==> config.mk <==
export PLATFORM = sky130hd
export DESIGN_NAME = block_mover
export DESIGN_NICKNAME = d
export VERILOG_FILES = /design/src/rtl/block_mover.sv
export SDC_FILE = /design/constraint.sdc
export NUM_CORES = 1
export LEC_CHECK = 0
export CAP_MARGIN = 5
export CORE_MARGIN = 3
export CORE_UTILIZATION = 45
export CTS_CLUSTER_SIZE = 10
export DETAILED_ROUTE_END_ITERATION = 16
export GPL_ROUTABILITY_DRIVEN = 0
export PLACE_DENSITY_LB_ADDON = 0.08
export SLEW_MARGIN = 10
export SYNTH_ARGS = -nofsm -noshare
export SYNTH_HDL_FRONTEND = slang
export SYNTH_SLANG_ARGS = --single-unit
==> constraint.sdc <==
create_clock -name clk -period 4.4 [get_ports clk]
set_clock_uncertainty 0.1 [all_clocks]
set_input_delay 1.1 -clock clk [delete_from_list [all_inputs] [get_ports clk]]
set_output_delay 1.1 -clock clk [all_outputs]
set_load 0.01 [all_outputs]
==> src/rtl/block_mover.sv <==
// Frame-driven block mover: erases, steps and redraws the active stacker block as a pixel stream.
// Optional feature macro: BLOCK_MOVER_WRAP_EN (wrap to column 0 at the right edge instead of bouncing).
module block_mover #(
  parameter int unsigned BLOCK_W   = 16,
  parameter int unsigned BLOCK_H   = 4,
  parameter int unsigned SCREEN_W  = 160,
  parameter logic [2:0]  FG_COLOUR = 3'b111,
  parameter logic [2:0]  BG_COLOUR = 3'b000
) (
  input  logic       clk,
  input  logic       reset,
  input  logic       enable_frame,
  input  logic       go,
  input  logic       stop,
  input  logic [6:0] row_y,
  output logic [7:0] x,
  output logic [6:0] y,
  output logic [2:0] colour,
  output logic       plot,
  output logic       busy,
  output logic       stopped,
  output logic [7:0] stop_x
);

  localparam logic [7:0] BX_MAX  = 8'(SCREEN_W - BLOCK_W);
  localparam logic [5:0] PX_LAST = 6'(BLOCK_W - 1);
  localparam logic [3:0] PY_LAST = 4'(BLOCK_H - 1);

  typedef enum logic [2:0] {
    IDLE, DRAW, WAIT_FRAME, ERASE, MOVE, LANDED
  } state_t;

  state_t     state, state_n;
  logic [7:0] bx, bx_n;
  logic [6:0] by, by_n;
  logic       dir, dir_n;
  logic [5:0] px, px_n;
  logic [3:0] py, py_n;
  logic       stop_req, stop_req_n;
  logic [7:0] x_n, stop_x_n;
  logic [6:0] y_n;
  logic [2:0] colour_n;
  logic       plot_n, busy_n, stopped_n;
  logic       last_px, last_py;

  assign last_px = (px == PX_LAST);
  assign last_py = (py == PY_LAST);

  always_ff @(posedge clk) begin
    if (reset) begin
      state    <= IDLE;
      bx       <= '0;
      by       <= '0;
      dir      <= 1'b1;
      px       <= '0;
      py       <= '0;
      stop_req <= 1'b0;
      x        <= '0;
      y        <= '0;
      colour   <= '0;
      plot     <= 1'b0;
      busy     <= 1'b0;
      stopped  <= 1'b0;
      stop_x   <= '0;
    end else begin
      state    <= state_n;
      bx       <= bx_n;
      by       <= by_n;
      dir      <= dir_n;
      px       <= px_n;
      py       <= py_n;
      stop_req <= stop_req_n;
      x        <= x_n;
      y        <= y_n;
      colour   <= colour_n;
      plot     <= plot_n;
      busy     <= busy_n;
      stopped  <= stopped_n;
      stop_x   <= stop_x_n;
    end
  end

  always_comb begin
    state_n    = state;
    bx_n       = bx;
    by_n       = by;
    dir_n      = dir;
    px_n       = px;
    py_n       = py;
    stop_req_n = stop_req;
    x_n        = x;
    y_n        = y;
    colour_n   = colour;
    plot_n     = 1'b0;
    busy_n     = busy;
    stopped_n  = stopped;
    stop_x_n   = stop_x;

    case (state)
      IDLE, LANDED: begin
        if (go) begin
          bx_n       = '0;
          by_n       = row_y;
          dir_n      = 1'b1;
          stop_req_n = 1'b0;
          px_n       = '0;
          py_n       = '0;
          busy_n     = 1'b1;
          stopped_n  = 1'b0;
          state_n    = DRAW;
        end
      end

      DRAW, ERASE: begin
        stop_req_n = stop_req | stop;
        x_n        = bx + {2'b00, px};
        y_n        = by + {3'b000, py};
        colour_n   = (state == DRAW) ? FG_COLOUR : BG_COLOUR;
        plot_n     = 1'b1;
        if (last_px) begin
          px_n = '0;
          if (last_py) begin
            py_n    = '0;
            state_n = (state == DRAW) ? WAIT_FRAME : MOVE;
          end else begin
            py_n = py + 4'd1;
          end
        end else begin
          px_n = px + 6'd1;
        end
      end

      WAIT_FRAME: begin
        stop_req_n = stop_req | stop;
        // A stop arriving in this very cycle wins over a simultaneous frame tick.
        if (stop_req | stop) begin
          stop_x_n  = bx;
          busy_n    = 1'b0;
          stopped_n = 1'b1;
          state_n   = LANDED;
        end else if (enable_frame) begin
          state_n = ERASE;
        end
      end

      MOVE: begin
        stop_req_n = stop_req | stop;
`ifdef BLOCK_MOVER_WRAP_EN
        dir_n = 1'b1;
        bx_n  = (bx == BX_MAX) ? '0 : bx + 8'd1;
`else
        if (dir && bx == BX_MAX) begin
          dir_n = 1'b0;
          bx_n  = bx - 8'd1;
        end else if (!dir && bx == '0) begin
          dir_n = 1'b1;
          bx_n  = 8'd1;
        end else begin
          bx_n = dir ? bx + 8'd1 : bx - 8'd1;
        end
`endif
        state_n = DRAW;
      end

      default: state_n = IDLE;
    endcase
  end

endmodule

# Word level (Yosys, flattened, before mapping)
# Cells that the tools add are included.
[classes]
n_addsub = 6
eq_ne = 14
mux = 31
bitwise_logic = 1
n_reduce_logical = 21
[ops]
columns = ["operator", "n"]
rows = [
  ["two-way mux 8 bit", 4],
  ["two-way mux 3 bit", 7],
  ["case mux 8 bit (2 select lines)", 1],
  ["two-way mux 4 bit", 3],
  ["two-way mux 6 bit", 2],
  ["case mux 3 bit (4 select lines)", 1],
  ["case mux 6 bit (2 select lines)", 1],
  ["AND reduction 2 bit", 5],
  ["AND reduction 3 bit", 3],
  ["adder 8 x 1 -> 8 bit, second input constant", 1],
  ["adder 8 x 6 -> 8 bit", 1],
  ["== test 8 bit, second input constant", 1],
  ["zero test 8 bit", 1],
  ["inequality test 2 bit, second input constant", 4],
  ["case mux 1 bit (2 select lines)", 4],
  ["case mux 4 bit (2 select lines)", 1],
  ["nonzero test 2 bit", 4],
  ["subtractor 8 x 1 -> 8 bit, second input constant", 1],
  ["adder 7 x 4 -> 7 bit", 1],
  ["two-way mux 1 bit", 7],
  ["adder 6 x 1 -> 6 bit, second input constant", 1],
  ["== test 3 x 2 -> 1 bit, second input constant", 2],
  ["== test 3 bit, second input constant", 2],
  ["== test 6 x 4 -> 1 bit, second input constant", 1],
  ["other kinds (11)", 14],
]
[totals]
register_bits = 59
inputBits = 12
wordCells = 87

# Logic depth before layout (Yosys ltp)
[logic_depth]
depth_word = 5
depth_mapped = 8

# Least setup slack after synthesis
# Ideal clock, no wire load.
[synth_path]
path_kind = "in2reg"
startpoint = "input stop"
endpoint = "register stop_x[0]"
setup_ns = 0.128
arrival_ns = 2.052
t_required_ns = 4.172
slack_ns = 2.121
path_stages = 5
n_path_buf = 1
path_cell_list = "o2111ai_1 -> clkbuf_1 -> nor2_1 -> a21oi_1 -> nor2_1"
[synth_between]
elab_chain_cells = 2
[synth_rtl]
columns = ["item", "line", "source"]
rows = [
  ["start: declaration", "14", "input logic stop,"],
  ["bitwise OR 1 bit", "136", "if (stop_req | stop) begin"],
  ["AND reduction 2 bit (no line)", "--", ""],
  ["end signal: assignment", "79", "stop_x <= stop_x_n;"],
  ["end: declaration", "22", "output logic [7:0] stop_x"],
]
# Every way passes these cells.
# A chain may end at the register's enable or synchronous reset.

# Worst setup path after layout
[layout_path]
startpoint = "input go"
endpoint = "register py[3]"
[layout_between]
elab_chain_cells = 2
[layout_rtl]
columns = ["item", "line", "source"]
rows = [
  ["start: declaration", "13", "input logic go,"],
  ["inequality test 2 bit (no line)", "--", ""],
  ["AND reduction 3 bit (no line)", "--", ""],
  ["end signal: assignment", "71", "py <= py_n;"],
  ["end: declaration", "38", "logic [3:0] py, py_n;"],
]
# Every way passes these cells.

==> impl_metrics.yaml <==
logic_synthesis:
  synth.most_common_cell: "dfxtp_1"
  netlist_instances: 378
  synthFlopType: "dfxtp_1"
  synth_top_area_frac: 0.367
  synth_edf_count: 0
  yosysTopAreaCell: "dfxtp_1"
  synth_area_sq_um: 3110
  synth_area_leaders: "dfxtp_1, ha_1, a21oi_1"
  synthArstFlopShare: 0
  yosysSeqAreaShare: 0.367
  synthTopCellsByCount: "dfxtp_1, nor2_1, a21oi_1"
  synth_area_per_cell_sq_um: 8.23
  syn_nets: 407
  synth.ff_latch_count: 57
  netlist-cell-type-count: 61
  yosys_warnings: 0
die:
  die_height_um: 89.2
  core_sq_um: 6530
  dieArea_sq_um: 7950
  ios: 41
  die_w_um: 89.2
  row_count: 29
  start_util: 0.476
place:
  place_area_sq_um: 3510
  port_buffers: 40
  dpl.hpwl_um: 5370
grt:
  antenna_found_initial: 0
  grt_max_degree: 28
  grt_pass1_vias: 2657
  grtUsageTotal: 0.206
  grt_pass1_wl_um: 12700
  grt_overflow: 0
route:
  via_per_inst: 5.74
  drc_errors: 0
  vias: 2813
  routed_wl_um: 7670
  dr.pass1.iters: 4
  drt_iter0_drc: 174
  drtAntennaViolNets: 0
  wl_per_cell_um: 15.6
pwr:
  vdd_ir_drop_max_mv: 0.231
  p_per_area_nw_per_um2: 315
  p_leak_nw: 1.51
setup_path:
  crit_chain: "clkdlybuf4s50_1 > inv_1 > a211o_1 > a21boi_1 > nand2_1 > a21oi_1"
  crit_path_max_incr_delay_ns: 0.51
  path_class: "primary input to register"
  cp_max_fo: 13
  cp.arrival_ns: 2.85
  worst_setup_path_end_kind: "register"
  required_ns: 4.58
  crit_slowest_cell: "a211o_1"
  startpoint_type: "primary input"
layout:
  nNetsFinal: 437
  finalCoreUtilization: 0.567
  final_cell_area_sq_um: 3700
  fillCellCount: 639
  multi_input_comb_area_sq_um: 1790
  layout-drive-gt1-share: 0.0630
  n_antenna_cell: 0
  area_growth_pct: 19.1
  seq_area_sq_um: 1140
run_status:
  status: "finished clean"
clock_tree:
  cts.clk_slew.worst_paths_ns: 0.07
  post_cts_buffers: 0
  cts_buffers: 9
  numClockSinks: 57
  cts_hold_buffers: 0
  cts_root_buffer: "clkbuf_8"
  cts_buffer_depth: 2
  tritoncts: "built"
  clock_latency_ns: 0.34
  cts.repair.resized: 0
  ctsHtreeMaxLevel: 3
sta:
  final.min_clock_period_ns: 2.67
  fmax_mhz: 374
  drv_slew: 0
  relSlewSlack: 0.464
  whs_ns: 0.355
  setup_violations: 0
  hold_viol: 0
  worst_pin_slew_ns: 0.802
  setup_tns_ns: 0
  rsz0062_at_grt: "no"
  finalCritPeriodShare: 0.607
run:
  drv_cap: 0
worst_hold_path:
  hp-class: "register to register"
## path summary, 6_finish.rpt
check	startpoint	end	slack (ns)	cells past startpoint
max	go	py[3]$_SDFFE_PP0P_	1.73	6
min	y[0]$_SDFFE_PP0P_	y[0]$_SDFFE_PP0P_	0.36	2
max reg2reg	bx[0]$_SDFFE_PP0P_	x[6]$_SDFFE_PP0P_	2.05	8
min reg2reg	y[0]$_SDFFE_PP0P_	y[0]$_SDFFE_PP0P_	0.36	2
## routing by layer
| metal | vias to the layer above | routed length [um] | GRT usage |
|---|---|---|---|
| met2 | 75 | 3280 | 0.307 |
| met4 | 0 | 112 | 0.0609 |
| met3 | 15 | 451 | 0.0664 |
| met1 | 1308 | 3830 | 0.284 |
| li1 | 1415 | - | - |
| met5 | - | 0 | 0 |
## cells by family (layout without fill, tap and decap cells)
logic type | count (synthesis) | count (layout) | synth area share
compound gates | 101 | 101 | 0.209
fa+ha+maj | 18 | 18 | 0.0764
simple gates | 135 | 135 | 0.210
xor+xnor | 13 | 13 | 0.0366
flops | 57 | 57 | 0.367
mux | 13 | 13 | 0.0422
buf+inv | 41 | 76 | 0.0591
## cells in the final DEF, fill, tap and decap left out, types with 4 or more instances in the layout
master / count
clkbuf_8: 10
clkdlybuf4s50_1: 39
nor4_1: 4
a21o_1: 4
mux2i_1: 12
a21oi_1: 35
inv_1: 16
and2_1: 4
dfxtp_1: 57
nor3_1: 12
xnor2_1: 10
o21ai_0: 20
nand3_1: 14
ha_1: 15
and3_1: 7
nand2_1: 29
nor2_1: 44
a211oi_1: 7
## metrics by stage
step,total power (W),setup WS [ns],instances
detailed placement,0.000684,1.37,474
finish,0.00117,1.73,490
global route,0.00122,1.55,490
floorplan,0.000637,2.12,378
CTS,0.00118,1.71,490
global placement,0.000682,1.46,474
## power by group
| part | internal [W] | total (W) | switching (W) |
|---|---|---|---|
| combinational | 0.0000543 | 0.000124 | 0.0000697 |
| sequential | 0.000533 | 0.000548 | 0.0000153 |
| clock | 0.000275 | 0.000495 | 0.000220 |
## area by class of cell
class	count	area share
timing repair buffer	43	0.113
sequential	57	0.308
clock buffer	11	0.0382
clock inverter	5	0.0149
tap	77	0.0260
inverter	17	0.0172
multi-input combinational	280	0.483
## worst max-delay path: cells and delay by family
family                 cells  cell delay [ns]
AO/OA/AOI/OAI              3             1.03
buffers and inverters      2             0.63
AND/OR/NAND/NOR            1             0.10
## sequential cells by signal (all words and copies together), names as in the netlist
name,count
busy,1
bx,8
by,7
colour,1
dir,1
plot,1
px,6
py,4
state,3
stop_req,1
stop_x,8
stopped,1
x,8
y,7
No activity file was read; power rests on OpenSTA's default activity.
==> patch, RTL diff (same flow settings) <==
Put one more register stage on the output `colour`, with the module's reset. The value now appears one clock later. The other outputs are not delayed to match.
--- a/src/rtl/block_mover.sv
+++ b/src/rtl/block_mover.sv
@@ -30,6 +30,8 @@
     IDLE, DRAW, WAIT_FRAME, ERASE, MOVE, LANDED
   } state_t;
 
+  logic [2:0] colour_s0;
+
   state_t     state, state_n;
   logic [7:0] bx, bx_n;
   logic [6:0] by, by_n;
@@ -57,7 +59,7 @@
       stop_req <= 1'b0;
       x        <= '0;
       y        <= '0;
-      colour   <= '0;
+      colour_s0 <= '0;
       plot     <= 1'b0;
       busy     <= 1'b0;
       stopped  <= 1'b0;
@@ -72,7 +74,7 @@
       stop_req <= stop_req_n;
       x        <= x_n;
       y        <= y_n;
-      colour   <= colour_n;
+      colour_s0 <= colour_n;
       plot     <= plot_n;
       busy     <= busy_n;
       stopped  <= stopped_n;
@@ -90,7 +92,7 @@
     stop_req_n = stop_req;
     x_n        = x;
     y_n        = y;
-    colour_n   = colour;
+    colour_n   = colour_s0;
     plot_n     = 1'b0;
     busy_n     = busy;
     stopped_n  = stopped;
@@ -166,5 +168,13 @@
     endcase
   end
 
+  always_ff @(posedge clk) begin
+    if (reset) begin
+      colour <= '0;
+    end else begin
+      colour <= colour_s0;
+    end
+  end
+
 endmodule
 
Check against the original RTL: not equivalent (a bounded check fails within 4 cycles, from zero or initial values and one cycle with reset high).
==> patch against the unedited design <==
Routed wire length decreased by 5.2%; global-route usage decreased by 0.95 points; cell area increased by 0.24%; synthesized area increased by 0.72%; sequential cell count increased by 1; setup slack improved by 0.017 ns; critical path type unchanged; largest cell class unchanged; highest routed layer unchanged.
Power is not compared: it rests on default switching activity, and its combinational part moved more than twofold at a synthesized area within 25%.
==> patch: results (changes against the unedited design) <==
[min_path]
hold_start = y[4]  ; was y[0]
hold_depth = 2  ; unchanged
hold_end = y[4]  ; was y[0]
min_path_type = reg2reg  ; unchanged

[layout]
nFillCells = 623  ; was 639
fin_nets = 423  ; was 437
diodes = 0  ; unchanged
drive_above_1_share_pct = 6.30  ; about the same
reg_top3 = bx: 8 flops, stop_x: 8 flops, x: 8 flops  ; unchanged

[routing]
met1_length_um = 3580  ; was 3830 µm
wl_met3_um = 299  ; was 451 µm
first_iter_violations = 79  ; was 174
dr.pass1.iters = 4  ; unchanged
wl_met2_um = 3300  ; was 3280 µm
vias = 2715  ; was 2,813
drt_wl_total_um = 7270  ; was 7670 µm

[global_route]
grt_pass1_vias = 2540  ; was 2,657
antenna_found_initial = 0  ; unchanged
use_met3_pct = 4.06  ; was 6.64%
gr-usage-all-layers_pct = 19.6  ; was 20.6%
grt_max_degree = 58  ; was 28
grt.met1_usage_pct = 26.9  ; was 28.4%
grt_pass1_wl_um = 12000  ; was 12,700 µm
gr-usage-met2_pct = 29.9  ; was 30.7%

[critical_path]
worstReg2RegEnd = bx[2]  ; was x[6]
r2r_start = bx[1]  ; was bx[0]
crit_fanout = 57  ; was 13
path_delay_family = buffers and inverters  ; was compound AO/OA/AOI/OAI gates
cp-endpoint = bx[6]  ; was py[3]
rrSetupSlack_ns = 1.96  ; was 2.05 ns
cpPeakStageDelay_ns = 0.75  ; was 0.51 ns
crit_arrival_ns = 2.78  ; was 2.85 ns
crit_start = reset  ; was go
slowest_stage = buf_2  ; was a211o_1
reg2reg_depth = 7  ; was 8

[cts]
htree_levels = 3  ; unchanged
cts_made_buffers = 9  ; unchanged
clock-root-buffer = clkbuf_8  ; unchanged
clkSlewWorstSetupHoldPaths_ns = 0.06
clock_latency_ns = 0.33

[logic_synthesis]
yosys_warnings = 0  ; unchanged
synth_common_cells = dfxtp_1 (58), nor2_1 (37), nand2_1 (33)  ; was dfxtp_1 (57), nor2_1 (45), a21oi_1 (35)
ys_seq_area_share_pct = 37.0  ; was 36.7%
syn_nets = 396  ; was 407
synthDistinctLibCells = 57  ; was 61
synthTopCellsByArea = dfxtp_1 (37%), ha_1 (6.0%), mux2i_1 (5.4%)  ; was dfxtp_1 (37%), ha_1 (6.0%), a21oi_1 (5.6%)
postSynth.asyncResetShare_pct = 0  ; unchanged

[timing]
max_freq_ghz = 0.377  ; was 0.374 GHz
slew_headroom_pct = 31.2  ; was 46.4%

[placement]
place_hpwl_um = 5010  ; was 5370 µm
pre_cts_slack_ns = 1.40  ; was 1.37 ns
placed_cell_area_mm2 = 0.00352  ; was 0.00351 mm²
portBuffers = 40  ; unchanged

[power]
p_comb_mw = 0.444
powerClk_mw = 0.481
internal_power_mw = 1.06
power_leakage_nw = 1.48

[status]
status = completed  ; unchanged

patch: cell type report:
class	count	area, µm²	area share, %
clock inverter	3	40.0	1.08
clock buffer	11	151	4.08
multi-input combinational	272	1810	48.8
timing repair buffer	42	410	11.1
sequential	58	1160	31.3
inverter	11	41.3	1.11
tap	77	96.3	2.59
patch: stage by stage:
step | std cells | utilization [%] | power (mW) | hold WS (ns)
after floorplan | 367 | - | 0.964 | 0.349
after global placement | 460 | 53.9 | 1.10 | 0.342
after detailed placement | 460 | 53.9 | 1.11 | 0.346
after CTS | 474 | 56.9 | 1.59 | 0.356
after global routing | 474 | 56.9 | 1.69 | 0.375
final | 474 | 56.9 | 1.57 | 0.351
patch: cells by family after synthesis:
logic type	after synthesis	synth area share (%)
AOI/OAI and AO/OA	93	19.1
xor gates and xnor gates	11	3.07
adders and majority gates	18	7.58
buffers and inverters	37	5.39
DFF	58	37.0
muxes	18	5.79
and+or+nand+nor	132	22.0
